[src/rtl/zbt_sched_pkg.sv]
// zbt_sched_pkg: shared types and default widths for the ZBT slot scheduler
package zbt_sched_pkg;

  localparam int DEF_ADDR_W  = 19;
  localparam int DEF_DATA_W  = 36;
  localparam int DEF_ZBT_LAT = 2;

  typedef enum logic [1:0] {
    ST_IDLE  = 2'd0,
    ST_RUN   = 2'd1,
    ST_DRAIN = 2'd2
  } state_e;

  typedef enum logic {
    PH_READ  = 1'b0,
    PH_WRITE = 1'b1
  } phase_e;

endpackage

[src/rtl/zbt_wr_fifo.sv]
// zbt_wr_fifo: small synchronous FIFO buffering {addr, data} write words
module zbt_wr_fifo #(
  parameter int AW    = 19,
  parameter int DW    = 36,
  parameter int DEPTH = 4,
  localparam int PW   = $clog2(DEPTH)
) (
  input  logic          clk_i,
  input  logic          rst_ni,
  input  logic          push_i,
  input  logic [AW-1:0] addr_i,
  input  logic [DW-1:0] data_i,
  input  logic          pop_i,
  output logic [AW-1:0] addr_o,
  output logic [DW-1:0] data_o,
  output logic          full_o,
  output logic          empty_o,
  output logic [PW:0]   count_o
);

  logic [AW+DW-1:0] mem_q [DEPTH];
  logic [PW-1:0]    wp_q, rp_q;
  logic [PW:0]      cnt_q;

  assign full_o            = cnt_q == (PW+1)'(DEPTH);
  assign empty_o           = cnt_q == '0;
  assign count_o           = cnt_q;
  assign {addr_o, data_o}  = mem_q[rp_q];

  // storage array needs no reset; only pointers define what is valid
  always_ff @(posedge clk_i)
    if (push_i) mem_q[wp_q] <= {addr_i, data_i};

  // pointers and occupancy; push and pop together leave the count unchanged
  always_ff @(posedge clk_i or negedge rst_ni)
    if (!rst_ni) begin
      wp_q  <= '0;
      rp_q  <= '0;
      cnt_q <= '0;
    end else begin
      if (push_i) wp_q <= wp_q + PW'(1);
      if (pop_i) rp_q <= rp_q + PW'(1);
      cnt_q <= cnt_q + (PW+1)'(push_i) - (PW+1)'(pop_i);
    end

endmodule

[src/rtl/zbt_slot_sched.sv]
// zbt_slot_sched: even/odd slot arbiter between display reads and buffered pixel writes on one ZBT bank
module zbt_slot_sched
  import zbt_sched_pkg::*;
#(
  parameter int ADDR_W     = DEF_ADDR_W,
  parameter int DATA_W     = DEF_DATA_W,
  parameter int FIFO_DEPTH = 4,
  parameter int ZBT_LAT    = DEF_ZBT_LAT
) (
  input  logic              clk_i,
  input  logic              rst_ni,
  input  logic              start_i,
  input  logic              stop_i,
  input  logic              rd_req_i,
  input  logic [ADDR_W-1:0] rd_addr_i,
  output logic [DATA_W-1:0] rd_data_o,
  output logic              rd_valid_o,
  input  logic              wr_valid_i,
  input  logic [ADDR_W-1:0] wr_addr_i,
  input  logic [DATA_W-1:0] wr_data_i,
  output logic              wr_ready_o,
  output logic [ADDR_W-1:0] zbt_addr_o,
  output logic              zbt_we_n_o,
  output logic [DATA_W-1:0] zbt_wdata_o,
  input  logic [DATA_W-1:0] zbt_rdata_i,
  output logic              busy_o,
  output logic [1:0]        state_o
);

  localparam int CW = $clog2(FIFO_DEPTH);

  state_e state_q, state_d;
  phase_e phase_q, phase_d;

  logic [ADDR_W-1:0] zbt_addr_q, zbt_addr_d;
  logic              zbt_we_n_q, zbt_we_n_d;
  logic [DATA_W-1:0] zbt_wdata_q, zbt_wdata_d;
  logic [DATA_W-1:0] rd_data_q, rd_data_d;
  logic              rd_valid_q, rd_valid_d;

  logic [ZBT_LAT-1:0]             wvld_q, wvld_d;
  logic [ZBT_LAT-1:0][DATA_W-1:0] wdat_q, wdat_d;
  logic [ZBT_LAT:0]               rvld_q, rvld_d;

  logic              push, do_rd, do_wr, wr_inflight;
  logic              full, empty;
  logic [CW:0]       count;
  logic [ADDR_W-1:0] f_addr;
  logic [DATA_W-1:0] f_data;

  assign wr_ready_o  = !full && state_q != ST_DRAIN;
  assign push        = wr_valid_i && wr_ready_o;
  assign do_rd       = state_q == ST_RUN && phase_q == PH_READ && rd_req_i;
  assign do_wr       = !empty && (state_q == ST_DRAIN || (state_q == ST_RUN && phase_q == PH_WRITE));
  assign busy_o      = state_q != ST_IDLE || |wvld_q;
  assign state_o     = state_q;
  assign zbt_addr_o  = zbt_addr_q;
  assign zbt_we_n_o  = zbt_we_n_q;
  assign zbt_wdata_o = zbt_wdata_q;
  assign rd_data_o   = rd_data_q;
  assign rd_valid_o  = rd_valid_q;

  zbt_wr_fifo #(
    .AW    (ADDR_W),
    .DW    (DATA_W),
    .DEPTH (FIFO_DEPTH)
  ) u_fifo (
    .clk_i   (clk_i),
    .rst_ni  (rst_ni),
    .push_i  (push),
    .addr_i  (wr_addr_i),
    .data_i  (wr_data_i),
    .pop_i   (do_wr),
    .addr_o  (f_addr),
    .data_o  (f_data),
    .full_o  (full),
    .empty_o (empty),
    .count_o (count)
  );

  // next state, slot phase and bank command; idle slots hold the address bus
  always_comb begin
    state_d     = state_q == ST_IDLE ? (start_i ? ST_RUN : ST_IDLE) :
                  state_q == ST_RUN  ? (stop_i ? ST_DRAIN : ST_RUN) :
                  state_q == ST_DRAIN ? ((count == '0 && !wr_inflight) ? ST_IDLE : ST_DRAIN) :
                  ST_IDLE;
    phase_d     = (state_q == ST_RUN && phase_q == PH_READ) ? PH_WRITE : PH_READ;
    zbt_addr_d  = do_rd ? rd_addr_i : do_wr ? f_addr : zbt_addr_q;
    zbt_we_n_d  = !do_wr;
    rd_valid_d  = rvld_q[ZBT_LAT] && state_d != ST_DRAIN;
    rd_data_d   = rd_valid_d ? zbt_rdata_i : rd_data_q;
    zbt_wdata_d = wvld_q[ZBT_LAT-1] ? wdat_q[ZBT_LAT-1] : zbt_wdata_q;
    rvld_d      = {rvld_q[ZBT_LAT-1:0], do_rd};
  end

  // latency shift registers; the exiting write stage no longer blocks the drain exit
  always_comb begin
    wr_inflight = 1'b0;
    wvld_d      = '0;
    wdat_d      = '0;
    wvld_d[0]   = do_wr;
    wdat_d[0]   = f_data;
    for (int i = 1; i < ZBT_LAT; i++) begin
      wvld_d[i] = wvld_q[i-1];
      wdat_d[i] = wdat_q[i-1];
    end
    for (int i = 0; i < ZBT_LAT - 1; i++) wr_inflight = wr_inflight | wvld_q[i];
  end

  // FSM, phase, registered bank pins and both pipelines; reset drops anything in flight
  always_ff @(posedge clk_i or negedge rst_ni)
    if (!rst_ni) begin
      state_q     <= ST_IDLE;
      phase_q     <= PH_READ;
      zbt_addr_q  <= '0;
      zbt_we_n_q  <= 1'b1;
      zbt_wdata_q <= '0;
      rd_data_q   <= '0;
      rd_valid_q  <= 1'b0;
      wvld_q      <= '0;
      wdat_q      <= '0;
      rvld_q      <= '0;
    end else begin
      state_q     <= state_d;
      phase_q     <= phase_d;
      zbt_addr_q  <= zbt_addr_d;
      zbt_we_n_q  <= zbt_we_n_d;
      zbt_wdata_q <= zbt_wdata_d;
      rd_data_q   <= rd_data_d;
      rd_valid_q  <= rd_valid_d;
      wvld_q      <= wvld_d;
      wdat_q      <= wdat_d;
      rvld_q      <= rvld_d;
    end

endmodule

[config.mk]
export PLATFORM = sky130hd
export DESIGN_NAME = zbt_slot_sched
export DESIGN_NICKNAME = d
export VERILOG_FILES = /design/src/rtl/zbt_sched_pkg.sv /design/src/rtl/zbt_wr_fifo.sv /design/src/rtl/zbt_slot_sched.sv
export SDC_FILE = /design/constraint.sdc
export NUM_CORES = 1
export LEC_CHECK = 0
export CORE_MARGIN = 2
export CORE_UTILIZATION = 54
export CTS_BUF_LIST = sky130_fd_sc_hd__clkbuf_4 sky130_fd_sc_hd__clkbuf_8 sky130_fd_sc_hd__clkbuf_16
export DETAILED_ROUTE_END_ITERATION = 10
export PLACE_DENSITY = 0.87
export SLEW_MARGIN = 20
export SYNTH_ARGS = -nofsm -noshare
export SYNTH_HDL_FRONTEND = slang
export SYNTH_SLANG_ARGS = --single-unit
[constraint.sdc]
create_clock -name clk_i -period 6.5 [get_ports clk_i]
set_input_delay 0.65 -clock clk_i [delete_from_list [all_inputs] [get_ports clk_i]]
set_output_delay 0.65 -clock clk_i [all_outputs]
set_load 0.05 [all_outputs]
Yosys cells after proc, flatten, opt, wreduce, memory -nomap -nowiden

Memories as Yosys holds them, arrays and structs flattened.
Cells that the tools add are included.
Widths: inputs -> output; s select.

Register bits: 180
Bits in writable memories: 220
Bits of input ports: 116
Memories kept: 1

Memory list:

| memory       | words | bits a word | read ports | clocked after memory_dff | wr ports | line              | RTL |
|---|---|---|---|---|---|---|---|
| u_fifo.mem_q | 4     | 55          | 1          | 0                        | 1        | zbt_wr_fifo.sv:21 | `logic [AW+DW-1:0] mem_q [DEPTH];` |

$add $sub $neg: 4
Eq/ne operators: 5
Muxes and demuxes: 11
Bitwise logic cells: 1
Reductions and logical operators: 19

Operator list:

| operator            | count |
|---|---|
| $mux 19             | 2 |
| $mux 2              | 5 |
| $logic_and 1x1->1   | 8 |
| $add 2x1->2 const B | 2 |
| $logic_not 1->1     | 4 |
| $mux 1              | 4 |
| $ne 2x2->1 const B  | 2 |
| $reduce_bool 2->1   | 2 |
| $add 3x1->3         | 1 |
| $eq 3x3->1 const B  | 1 |
| $logic_not 3->1     | 1 |
| $sub 3x1->3         | 1 |
| $eq 2x1->1 const B  | 1 |
| $eq 2x2->1 const B  | 1 |
| $logic_not 2->1     | 1 |
| $logic_or 1x1->1    | 2 |
| $reduce_or 2->1     | 1 |
| $not 1->1           | 1 |

Depth between registers and ports, before layout

Depth after elaboration: 8
Gate-level depth with buffers: 11
Depth with buffers taken out: 8

By module

A second synthesis with hierarchy kept.

Cell total of the unflattened synthesis: 638
Area, all modules: 14232.4 µm²

Modules (own cells, without submodules):

| module         | instances | cells each | area each (µm²) | sequential area each (µm²) |
|---|---|---|---|---|
| zbt_wr_fifo    | 1         | 321        | 8319.2          | 6781.5 |
| zbt_slot_sched | 1         | 317        | 5913.2          | 4330.4 |

Worst setup path before layout

OpenSTA, ideal clock, no wires.

Kind: reg-to-reg
Start: register state_q[0], in the netlist state_o[0]
End: memory u_fifo.mem_q[0][0] (netlist name) (enable)
Data arrival time: 2.827 ns
Required time: 6.082 ns
Setup slack: 3.255 ns
Cell stages (with the launch flop): 6
Path buffers: 2
Clock period less this slack: 3.245 ns
Path through: dfrtp_1 -> buf_2 -> nor2b_1 -> clkbuf_1 -> a211oi_2 -> and2_1

Word-level cells in the longest chain between the ends: 5

Ends and longest elaborated chain:

| what                         | line                  | RTL |
|---|---|---|
| start, declared              | zbt_slot_sched.sv:32  | `state_e state_q, state_d;` |
| start signal, assigned       | zbt_slot_sched.sv:124 | `state_q <= state_d;` |
| $ne 2x2->1                   | zbt_slot_sched.sv:51  | `assign wr_ready_o = !full && state_q != ST_DRAIN;` |
| $logic_and 1x1->1            | zbt_slot_sched.sv:51  |  |
| $logic_and 1x1->1            | zbt_slot_sched.sv:52  | `assign push = wr_valid_i && wr_ready_o;` |
| via push                     | zbt_slot_sched.sv:45  | `logic push, do_rd, do_wr, wr_inflight;` |
| $mux 1                       | zbt_wr_fifo.sv:32     | `if (push_i) mem_q[wp_q] <= {addr_i, data_i};` |
| $mux 1 (implied by the code) | zbt_wr_fifo.sv:32     |  |
| end, declared                | zbt_wr_fifo.sv:21     |  |

The timed path passes the listed nets, and every way through them passes these cells.

Worst setup path in the final report

Start: register state_q[0], in the netlist state_o[0]
End: register u_fifo.cnt_q[2], in the netlist u_fifo.count_o[2]

Word-level cells in the longest chain between the ends: 5
Elaborated cells between the ends (all ways): 10

Ends and longest elaborated chain:

| what                                                  | line                                       | RTL |
|---|---|---|
| $ne 2x2->1 or $eq 2x1->1 (tied branches)              | zbt_slot_sched.sv:51, zbt_slot_sched.sv:54 |  |
| $logic_and 1x1->1, on equally long branches           | zbt_slot_sched.sv:51, zbt_slot_sched.sv:54 |  |
| $logic_and 1x1->1 or $logic_or 1x1->1 (tied branches) | zbt_slot_sched.sv:52, zbt_slot_sched.sv:54 |  |
| $add 3x1->3 or $logic_and 1x1->1 (tied branches)      | zbt_wr_fifo.sv:43, zbt_slot_sched.sv:54    |  |
| $sub 3x1->3 (*)                                       | zbt_wr_fifo.sv:43                          | `cnt_q <= cnt_q + (PW+1)'(push_i) - (PW+1)'(pop_i);` |
| end signal, assigned                                  | zbt_wr_fifo.sv:43                          |  |
| end, declared                                         | zbt_wr_fifo.sv:23                          | `logic [PW:0] cnt_q;` |

Every way passes the cells marked *; elsewhere a longest branch is shown, timed or not.
A chain may end at the register's enable or synchronous reset.

==> flow_metrics.tcl <==
set metrics [dict create \
    status "finished, final reports clean" \
    grt_max_degree 69 \
    start_kind "flip-flop" \
    insertion_delay_ns 0.52 \
    ys_seq_area_share_pct 78.66 \
    intPower_uw 6202 \
    hold_class "in2async" \
    avgSynthCellArea_um2 20.68 \
    regArea_um2 11120 \
    dpl_cell_area_um2 16570 \
    crit_buf_inv 1 \
    dpl.hpwl_um 16550 \
    worst_setup_path_end_kind "flip-flop" \
    holdWs_ns 0.1075 \
    p_clk_share_pct 23.4 \
    wl_met2_um 15400 \
    nNetsFinal 1031 \
    drt_iter0_markers 503 \
    crit_path_max_incr_delay_ns 0.84 \
    cts_resized 0 \
    finalInstanceArea_um2 17860 \
    yosysUniqueCellTypes 33 \
    multi_input_area_um2 2818 \
    syn-num-nets 806 \
    setup_violations 0 \
    syn_area_um2 14130 \
    die_height_um 165.7 \
    crit_fanout 24 \
    rows 59 \
    timing.fmax_ghz 0.2812 \
    cts_max_level 2 \
    slew_viol_final 0 \
    postCtsSetupRepairBufs 0 \
    p_leak_uw 0.006591 \
    wl_met1_um 10650 \
    area_growth_pct 26.46 \
    numCtsBuffers 38 \
    grt-ovfl-total 0 \
    worst_slew_pin_slew_ns 0.9876 \
    rsz0062_at_grt "no" \
    n_fill_cell 1541 \
    total_power_uw 9506 \
    clockBufferDepth 3 \
    route.detailed.drc 0 \
    gr-usage-all-layers_pct 21.11 \
    die_w_um 165.7 \
    wirelength_um 28330 \
    critPathSlowestCell "o21a_1" \
    yosys_warnings 0 \
    cts_tree "yes" \
    combPwrFrac_pct 35.0 \
    p_switching_uw 3304 \
    finalSetupTns_ns 0 \
    arrival_ns 3.98 \
    post-route-period-util_pct 54.72 \
    start_util_pct 54.67 \
    final_antenna_net_count 0 \
    peakVddDrop_mv 0.3762 \
    drtPass1Iterations 5 \
    wl_met3_um 1532 \
    grt_pass1_wl_um 44790 \
    routedWlPerCell_um 22.20 \
    utilization_pct 69.14 \
    finalHoldViolCount 0 \
    ys_ff_latch 400 \
    startpoint "state_o[0]$_DFF_PN0_" \
    clk_pin_slew_worst_paths_ns 0.06 \
    drive_above_1_share_pct 22.49 \
    drv_cap 0 \
    highest_layer "met4" \
    swShare_pct 34.76 \
    cts.sink_count 400 \
    viasPerCell 5.549 \
    relSlewSlack_pct 33.86 \
    postCtsHoldBufs 0 \
    grt_pass1_vias 7732 \
    worstPathRequired_ns 6.93 \
    path_cells "nor2b_2 -> o21a_1 -> ha_1 -> inv_1 -> ha_1 -> fa_1 -> xnor2_1 -> xnor2_1" \
    seqPwrFrac_pct 41.6 \
    cp_top_family "adder cells" \
    io_buffers 212 \
    globalplace.congestion 0.8037 \
    final.min_clock_period_ns 3.557 \
    io_pins 213 \
    die_area_um2 27470 \
    antenna_found_initial 3 \
    skew_ns 0.01290 \
    crit_type "reg2reg" \
    syn_inst 683 \
    r2r_start "state_o[0]$_DFF_PN0_" \
    vias 7081 \
    cts_root_buffer "clkbuf_16" \
    power.density_nw_per_um2 532.2 \
    core-area_um2 25840 \
]
-- power by group through the flow --
stage          Combinational (µW)  Clock (µW)  Sequential (µW)
2_1_floorplan                1290           0             4880
3_3_place_gp                 3240           0             3940
3_5_place_dp                 3320           0             3990
4_1_cts                      3360        2260             3970
5_1_grt                      3480        2370             4040
6_report                     3330        2230             3950
-- cell usage after synthesis --
cell | count | share of area (%)
o311ai_4 | 1 | 0.19
inv_1 | 12 | 0.32
nor3b_1 | 1 | 0.053
nor2b_1 | 1 | 0.044
nand3b_1 | 1 | 0.053
or3_1 | 1 | 0.044
nand2_1 | 39 | 1.0
and2_1 | 4 | 0.18
dfstp_2 | 1 | 0.19
nor2_1 | 2 | 0.053
nor4_2 | 1 | 0.089
buf_1 | 4 | 0.11
a211oi_2 | 1 | 0.089
a21oi_1 | 1 | 0.035
xnor2_1 | 4 | 0.25
xor2_1 | 1 | 0.062
mux2_1 | 2 | 0.16
fa_1 | 1 | 0.14
o21ai_0 | 1 | 0.035
edfxtp_1 | 220 | 47
and3b_1 | 1 | 0.062
clkbuf_1 | 12 | 0.32
or4_1 | 1 | 0.053
buf_6 | 3 | 0.24
mux2i_1 | 1 | 0.071
o211ai_1 | 39 | 2.1
dfrtp_1 | 179 | 32
mux4_2 | 55 | 8.8
buf_2 | 14 | 0.50
ha_1 | 6 | 0.53
o21a_1 | 1 | 0.053
mux2_2 | 71 | 5.7
nand4bb_1 | 1 | 0.080
-- state kept, by name (all words and copies together), names as in the netlist, 2 cells and up --
signal          flops
zbt_addr_o         19
zbt_wdata_o        36
u_fifo.count_o      3
wdat_d             36
rvld_q              3
wdat_q             36
u_fifo.wp_q         2
rd_data_o          36
state_o             2
u_fifo.mem_q      220
u_fifo.rp_q         2
wvld_q              2
-- cells in the final DEF, fill, tap and decap left out, types with 2 or more instances in the layout --
master           Yosys  layout
diode_2              0       3
inv_1               12      12
clkdlybuf4s50_1      0     211
clkbuf_4             0       9
buf_4                0       6
clkinv_2             0       7
bufinv_16            0       4
ha_1                 6       6
mux2_2              71      71
and2_4               0       4
edfxtp_1           220     220
clkinv_1             0       4
clkbuf_8             0       5
clkbuf_16            0      38
nor2_1               2       2
nand2_1             39      39
xnor2_1              4       4
o211ai_1            39      39
mux4_2              55      55
mux2_1               2       2
dfrtp_2              0       2
inv_6                0       2
dfrtp_1            179     176
-- per-layer routing --
metal | up-vias | global-route usage [%]
met5 | - | 0
met4 | 0 | 7.788
met3 | 52 | 4.409
met2 | 242 | 37.00
met1 | 3712 | 26.20
li1 | 3075 | -
-- cells by family after synthesis --
family | count (synthesis) | share of synthesized area, %
flops | 400 | 78.66
xor+xnor | 5 | 0.3100
simple gates | 53 | 1.745
buf+inv | 45 | 1.479
fa+ha+maj | 7 | 0.6732
mux | 129 | 14.66
compound gates | 44 | 2.471
-- metrics by stage --
step / worst slack, ns / std cells
floorplan: 3.255 / 683
global placement: 3.322 / 1203
detailed placement: 3.131 / 1203
CTS: 3.008 / 1273
global route: 2.710 / 1276
finish: 2.943 / 1276
-- layout make-up --
class	count	share of cell area [%]
sequential	400	62.24
multi-input combinational	238	15.77
timing repair buffer	218	12.15
clock buffer	51	6.010
tap	335	2.346
clock inverter	19	1.184
inverter	12	0.2522
antenna	3	0.04203
-- worst reg2reg max path: stages (launching register included) --
cell     delay [ns]
dfrtp_1        0.51
nor2b_2        0.82
o21a_1         0.85
ha_1           0.26
inv_1          0.04
ha_1           0.19
fa_1           0.42
xnor2_1        0.20
xnor2_1        0.17
-- path summary, 6_finish.rpt --
check,slack (ns),depth (start not counted),to
min in group clk_i,0.35,0,wdat_q[57]$_DFF_PN0_
setup / recovery,2.94,8,u_fifo.count_o[2]$_DFF_PN0_
setup reg to reg,2.94,8,u_fifo.count_o[2]$_DFF_PN0_
hold reg to reg,0.35,0,wdat_q[57]$_DFF_PN0_
max in group asynchronous,5.11,2,u_fifo.rp_q[0]$_DFFE_PN0P_
hold / removal,0.11,1,zbt_wdata_o[21]$_DFFE_PN0P_
No activity file was read; power rests on OpenSTA's default activity.
